**config.mk**
```make
export PLATFORM = sky130hd
export DESIGN_NAME = credit_arbiter
export DESIGN_NICKNAME = d
export VERILOG_FILES = /design/src/rtl/credit_arbiter.sv
export SDC_FILE = /design/constraint.sdc
export NUM_CORES = 1
export LEC_CHECK = 0
export ABC_AREA = 1
export BUFFER_PORTS_ARGS = -buffer_cell sky130_fd_sc_hd__buf_4
export CAP_MARGIN = 30
export CORE_MARGIN = 2
export CORE_UTILIZATION = 44
export DETAILED_ROUTE_END_ITERATION = 8
export PLACE_DENSITY = 0.76
export SYNTH_ARGS = -nofsm -noshare
export SYNTH_HDL_FRONTEND = slang
export SYNTH_SLANG_ARGS = --single-unit
```
**constraint.sdc**
```tcl
create_clock -name clk -period 2.8 [get_ports clk]
set_input_delay 0.28 -clock clk [delete_from_list [all_inputs] [get_ports clk]]
set_output_delay 0.28 -clock clk [all_outputs]
set_load 0.01 [all_outputs]
```
**src/rtl/credit_arbiter.sv**
```systemverilog
// Two-requester arbiter for a shared resource with credit-based flow control and starvation override.
// Grant is combinational in the request cycle; credits, last_grant and starve counters update on the clock edge.
module credit_arbiter #(
  parameter int ID_WIDTH        = 4,
  parameter int MAX_OUTSTANDING = 4,
  parameter int STARVE_LIMIT    = 8
) (
  input  logic                clk,
  input  logic                reset,
  input  logic                in_valid_1,
  input  logic                in_valid_2,
  input  logic [ID_WIDTH-1:0] in_id_1,
  input  logic [ID_WIDTH-1:0] in_id_2,
  input  logic                in_flush_1,
  input  logic                in_flush_2,
  input  logic [ID_WIDTH-1:0] in_flush_id_1,
  input  logic [ID_WIDTH-1:0] in_flush_id_2,
  input  logic                in_ready,
  input  logic                in_resp_valid,
  output logic                out_valid,
  output logic                out_choice,
  output logic                out_stall_1,
  output logic                out_stall_2,
  output logic [3:0]          out_credits,
  output logic                out_starve,
  output logic                out_overflow
);

  localparam logic [3:0] MAX_CREDITS = 4'(MAX_OUTSTANDING);
  localparam logic [3:0] STARVE_MAX  = 4'(STARVE_LIMIT);

  logic [3:0] credits;
  logic [3:0] starve_cnt_1;
  logic [3:0] starve_cnt_2;
  logic       last_grant;
  logic       overflow;

  logic eligible_1;
  logic eligible_2;
  logic can_issue;
  logic grant;
  logic choice;
  logic starve_sel;
  logic grant_1;
  logic grant_2;

  assign eligible_1 = in_valid_1 && !(in_flush_1 && (in_flush_id_1 == in_id_1));
  assign eligible_2 = in_valid_2 && !(in_flush_2 && (in_flush_id_2 == in_id_2));
  assign can_issue  = in_ready && (credits != 4'd0);
  assign grant      = can_issue && (eligible_1 || eligible_2);

  // Starved requester wins outright (requester 1 first); otherwise alternate on a tie.
  always_comb begin
    choice     = last_grant;
    starve_sel = 1'b0;
    if (eligible_1 && (starve_cnt_1 == STARVE_MAX)) begin
      choice     = 1'b0;
      starve_sel = 1'b1;
    end else if (eligible_2 && (starve_cnt_2 == STARVE_MAX)) begin
      choice     = 1'b1;
      starve_sel = 1'b1;
    end else if (eligible_1 && eligible_2) begin
      choice = ~last_grant;
    end else if (eligible_1) begin
      choice = 1'b0;
    end else if (eligible_2) begin
      choice = 1'b1;
    end
  end

  assign grant_1 = grant && !choice;
  assign grant_2 = grant && choice;

  // Outputs are masked while reset is held so nothing escapes during reset.
  assign out_valid    = reset && grant;
  assign out_choice   = out_valid ? choice : last_grant;
  assign out_starve   = out_valid && starve_sel;
  assign out_stall_1  = reset && eligible_1 && !grant_1;
  assign out_stall_2  = reset && eligible_2 && !grant_2;
  assign out_credits  = credits;
  assign out_overflow = overflow;

  always_ff @(posedge clk or negedge reset) begin
    if (!reset) begin
      credits  <= MAX_CREDITS;
      overflow <= 1'b0;
    end else begin
      case ({grant, in_resp_valid})
        2'b10: credits <= credits - 4'd1;
        2'b01: begin
          if (credits == MAX_CREDITS) begin
            overflow <= 1'b1;
          end else begin
            credits <= credits + 4'd1;
          end
        end
        default: credits <= credits;
      endcase
    end
  end

  always_ff @(posedge clk or negedge reset) begin
    if (!reset) begin
      last_grant <= 1'b1;
    end else if (grant) begin
      last_grant <= choice;
    end
  end

  // Lost cycles count even when the resource cannot accept anything.
  always_ff @(posedge clk or negedge reset) begin
    if (!reset) begin
      starve_cnt_1 <= 4'd0;
      starve_cnt_2 <= 4'd0;
    end else begin
      if (!eligible_1 || grant_1) begin
        starve_cnt_1 <= 4'd0;
      end else if (starve_cnt_1 != STARVE_MAX) begin
        starve_cnt_1 <= starve_cnt_1 + 4'd1;
      end
      if (!eligible_2 || grant_2) begin
        starve_cnt_2 <= 4'd0;
      end else if (starve_cnt_2 != STARVE_MAX) begin
        starve_cnt_2 <= starve_cnt_2 + 4'd1;
      end
    end
  end

endmodule
```
==> impl_results.md <==
* Final antenna-violating net count at 0
* CP Cell Sequence: nor2_1 > a21boi_4 > nand2_8 > inv_6 > nor2_1 > inv_1 > ha_1 > nand2_1 > nor2_1 > a211oi_1 > nand4_1 > nand3_1 > nand2_1
* Worst min path class: input port to flip-flop
* Final net count at 222
* Ant diodes at 0
* Placeable Area at 0.00250 sq mm
* Routability congestion estimate at 0.768
* Minimum clock period at approximately 2.3 ns
* Endpoints failing hold at 0
* Die Ht at 55.5 um
* Critical path's largest stage delay at 0.58 ns
* Slew @ Worst Pin at 0.256 ns
* Yosys warning count at 0
* Worst min-delay path startpoint: in_resp_valid
* Static leakage at 0.823 nW
* XOR/XNOR Fraction of Synth Area at between 5 and 6%
* Hold Path Depth at 2
* Reg2Reg Capture Point: out_credits[3]$_DFFE_PN0P_
* Met1 Resource Use GR at 20.2%
* First-pass GRT wire length at 4130 um
* FF-to-FF path depth at 13
* Clock Power Share at 11.7%
* CTS Buffer Depth at 2
* Top cells by area, synth: dfrtp_1 26%, nand2_1 11%, inv_1 8.4%
* CTS Root Cell: clkbuf_4
* Synth Area per Inst at 7.67 sq um
* Max-cap viol count at 0
* Cell count after synthesis at 152
* Port Buffers at 33
* Reg2Reg Setup Slack at 0.51 ns
* Sum Neg Setup Slack at 0 ns
* Row Count at 18
* Post-CTS Setup Repair Bufs at 0
* Hold endpoint: out_overflow$_DFFE_PN0P_
* Worst setup SP type: flip-flop
* Die X at 55.5 um
* Syn nets at 183
* Clock Skew at 0.00552 ns
* Switch Pwr at 397 uW
* Post-Syn Area at roughly 0.0012 sq mm
* Vias in the first global route at 1027
* Yosys reg bits at 14
* # fillers at approximately 240
* Cell variety after synth at 25
* Layout cells sized above 1 at approximately a third
* CTS Sinks at 14
* Final Max Slew Viols at 0
* Full die area at 0.00308 sq mm
* Worst EP required at 2.97 ns
* H-tree depth at 1
* Syn-to-layout area delta at 27.3%
* Synthesized-area fraction occupied by adder cells at 8.15%
* Switching part of the total at 42.5%
* Worst path slowest cell: dfstp_2
* Post-synthesis mux area share at 0%
* Register area share after synthesis at between 30 and 40%
* Initial Utilization at approximately 47%
* Post-route DRC at 0
* Max-Slew Margin vs Limit at 82.9%
* Met3 Usage GRT at 3.04%
* Share of the synthesized area in the top cell type at between 20% and 30%
* Core Util, Final at between 50 and 60%
* RSZ-0062 raised after global routing: false
* Via count at 1043
* DP Wirelength at 1870 um
* Most used cell, CP: nor2_1
* Int Power at 537 uW
* Clock transition at the registers of the reported paths at 0.08 ns
* TritonCTS clock tree: yes
* Clock Latency Late Sink at roughly 0.27 ns
* Vias per std cell at 4.76
* Initial DRC count at 29
* Pin count of the biggest net entering global routing at 16
* Fin crit share at about four fifths
* Setup violators final at 0
* Layer with the highest usage: met2
* Max VDD drop at between 0.0005 and 0.0006 V
* Register area at 353 sq um
* Post-synthesis compound-gate area fraction at 6.22%
* Status: complete, no violations
* Synth Area in Simple Gates at 40.7%
* Total clock buffers created by CTS at 3
* Routed WL per cell at around 10 um
* R2R Path Start: out_credits[2]$_DFFE_PN1P_
* Largest area contributor in the netlist: dfrtp_1
* Worst EP arrival at around 2.5 ns
* GRT Total Usage at approximately 16%
* Antenna violations before repair at 0
* Crit Path Class: flip-flop to flip-flop
* GR Util met2 at 28.1%
* Remaining global-route overflow at 0
* Flop pwr share at 35.5%
* Fmax at 437 MHz
* CP Capture Type: flip-flop
* I/O Pins at 34
* Crit Path Max Fanout at 8
* Post-cts sizing count at 0
* PwrDens at 630 mW/mm^2
* Drt total wl at around 2300 um
* Drt pass-1 iters at 4
* Multi-input logic area at between 700 and 800 sq um
* Gate power share at a little over half
* Largest family of logic cells by synthesized area: simple AND/OR/NAND/NOR gates
* Fin Hold WS at slightly below 0.3 ns
-- synth_stat cells, drive strengths merged --
cell type	instances
dfstp	2
nor3	1
a211oi	2
a21boi	1
dfrtp	12
xnor2	1
nand3	15
inv	28
nand2	45
a31o	1
nand4	3
o21ai	6
ha	6
xor2	6
fa	1
nor2	22
-- layout by cell type (no fill, tap or decap), types with 6 or more instances in the layout --
cell type and count:
nand3_1 12, nand2_4 7, dfrtp_1 12, nor2_2 8
inv_1 26, buf_4 33, ha_1 6, nand2_1 34
nor2_1 14, xor2_1 6
-- per-layer routing --
| metal | share of wire (%) | wire [um] | vias to the layer above |
|---|---|---|---|
| met2 | 46 | 1050 | 35 |
| met4 | 0.98 | 22 | 0 |
| met3 | 7.2 | 162 | 4 |
| li1 | - | - | 548 |
| met1 | 45 | 1020 | 456 |
| met5 | 0 | 0 | - |
-- kinds of logic after synthesis --
family,count (synthesis)
buf+inv,28
xor+xnor,7
compound gates,10
fa+ha+maj,7
flops,14
simple gates,86
-- worst max-delay path, delay by kind of cell, from the launching register on --
family | cells | cell delay [ns]
adders and majority gates | 1 | 0.27
and+or+nand+nor | 8 | 0.66
AOI/OAI and AO/OA | 2 | 0.47
buffers and inverters | 2 | 0.19
DFF | 1 | 0.58
-- power groups by stage --
stage | Combinational [mW] | Sequential, mW | Clock (mW)
after floorplan | 0.326 | 0.339 | 0
final | 0.493 | 0.332 | 0.110
after global routing | 0.565 | 0.343 | 0.127
after CTS | 0.498 | 0.332 | 0.115
after detailed placement | 0.494 | 0.335 | 0
after global placement | 0.484 | 0.333 | 0
-- flip-flops by register name, indices dropped and copies added (netlist names) --
| register | count |
|---|---|
| out_overflow | 1 |
| last_grant | 1 |
| starve_cnt_2 | 4 |
| out_credits | 4 |
| starve_cnt_1 | 4 |
-- stage by stage --
step                instance area, sq um  setup WS [ns]  instances  total power [mW]
finish                              1480          0.509        219             0.935
global route                        1480          0.227        219              1.03
CTS                                 1480          0.477        219             0.944
detailed placement                  1450          0.490        215             0.829
global placement                    1450          0.523        215             0.817
floorplan                           1170          0.638        152             0.665
-- cell type report --
type / instances / area share (%)
sequential: 14 / 23.8
inverter: 28 / 7.42
tap: 30 / 2.53
timing repair buffer: 34 / 17.4
multi-input combinational: 110 / 47.4
clock buffer: 3 / 1.52
-- how the worst max path moves through the flow --
stage / start / end / cells after the start / slack, ns
after floorplan: out_credits[2]$_DFFE_PN1P_ / out_credits[3]$_DFFE_PN0P_ / 15 / 0.64
after global routing: out_credits[2]$_DFFE_PN1P_ / out_credits[3]$_DFFE_PN0P_ / 13 / 0.23
after detailed placement: in_id_1[2] / out_credits[3]$_DFFE_PN0P_ / 17 / 0.49
final: out_credits[2]$_DFFE_PN1P_ / out_credits[3]$_DFFE_PN0P_ / 13 / 0.51
after global placement: in_id_1[2] / out_credits[3]$_DFFE_PN0P_ / 17 / 0.52
after CTS: out_credits[2]$_DFFE_PN1P_ / out_credits[3]$_DFFE_PN0P_ / 13 / 0.48
-- what timing repair did --
item                       CTS  global route
hold buffers                 1             0
hold endpoints to repair    12             0
setup endpoints to repair    0             0
Note: power is estimated with default switching activity, not from simulation.
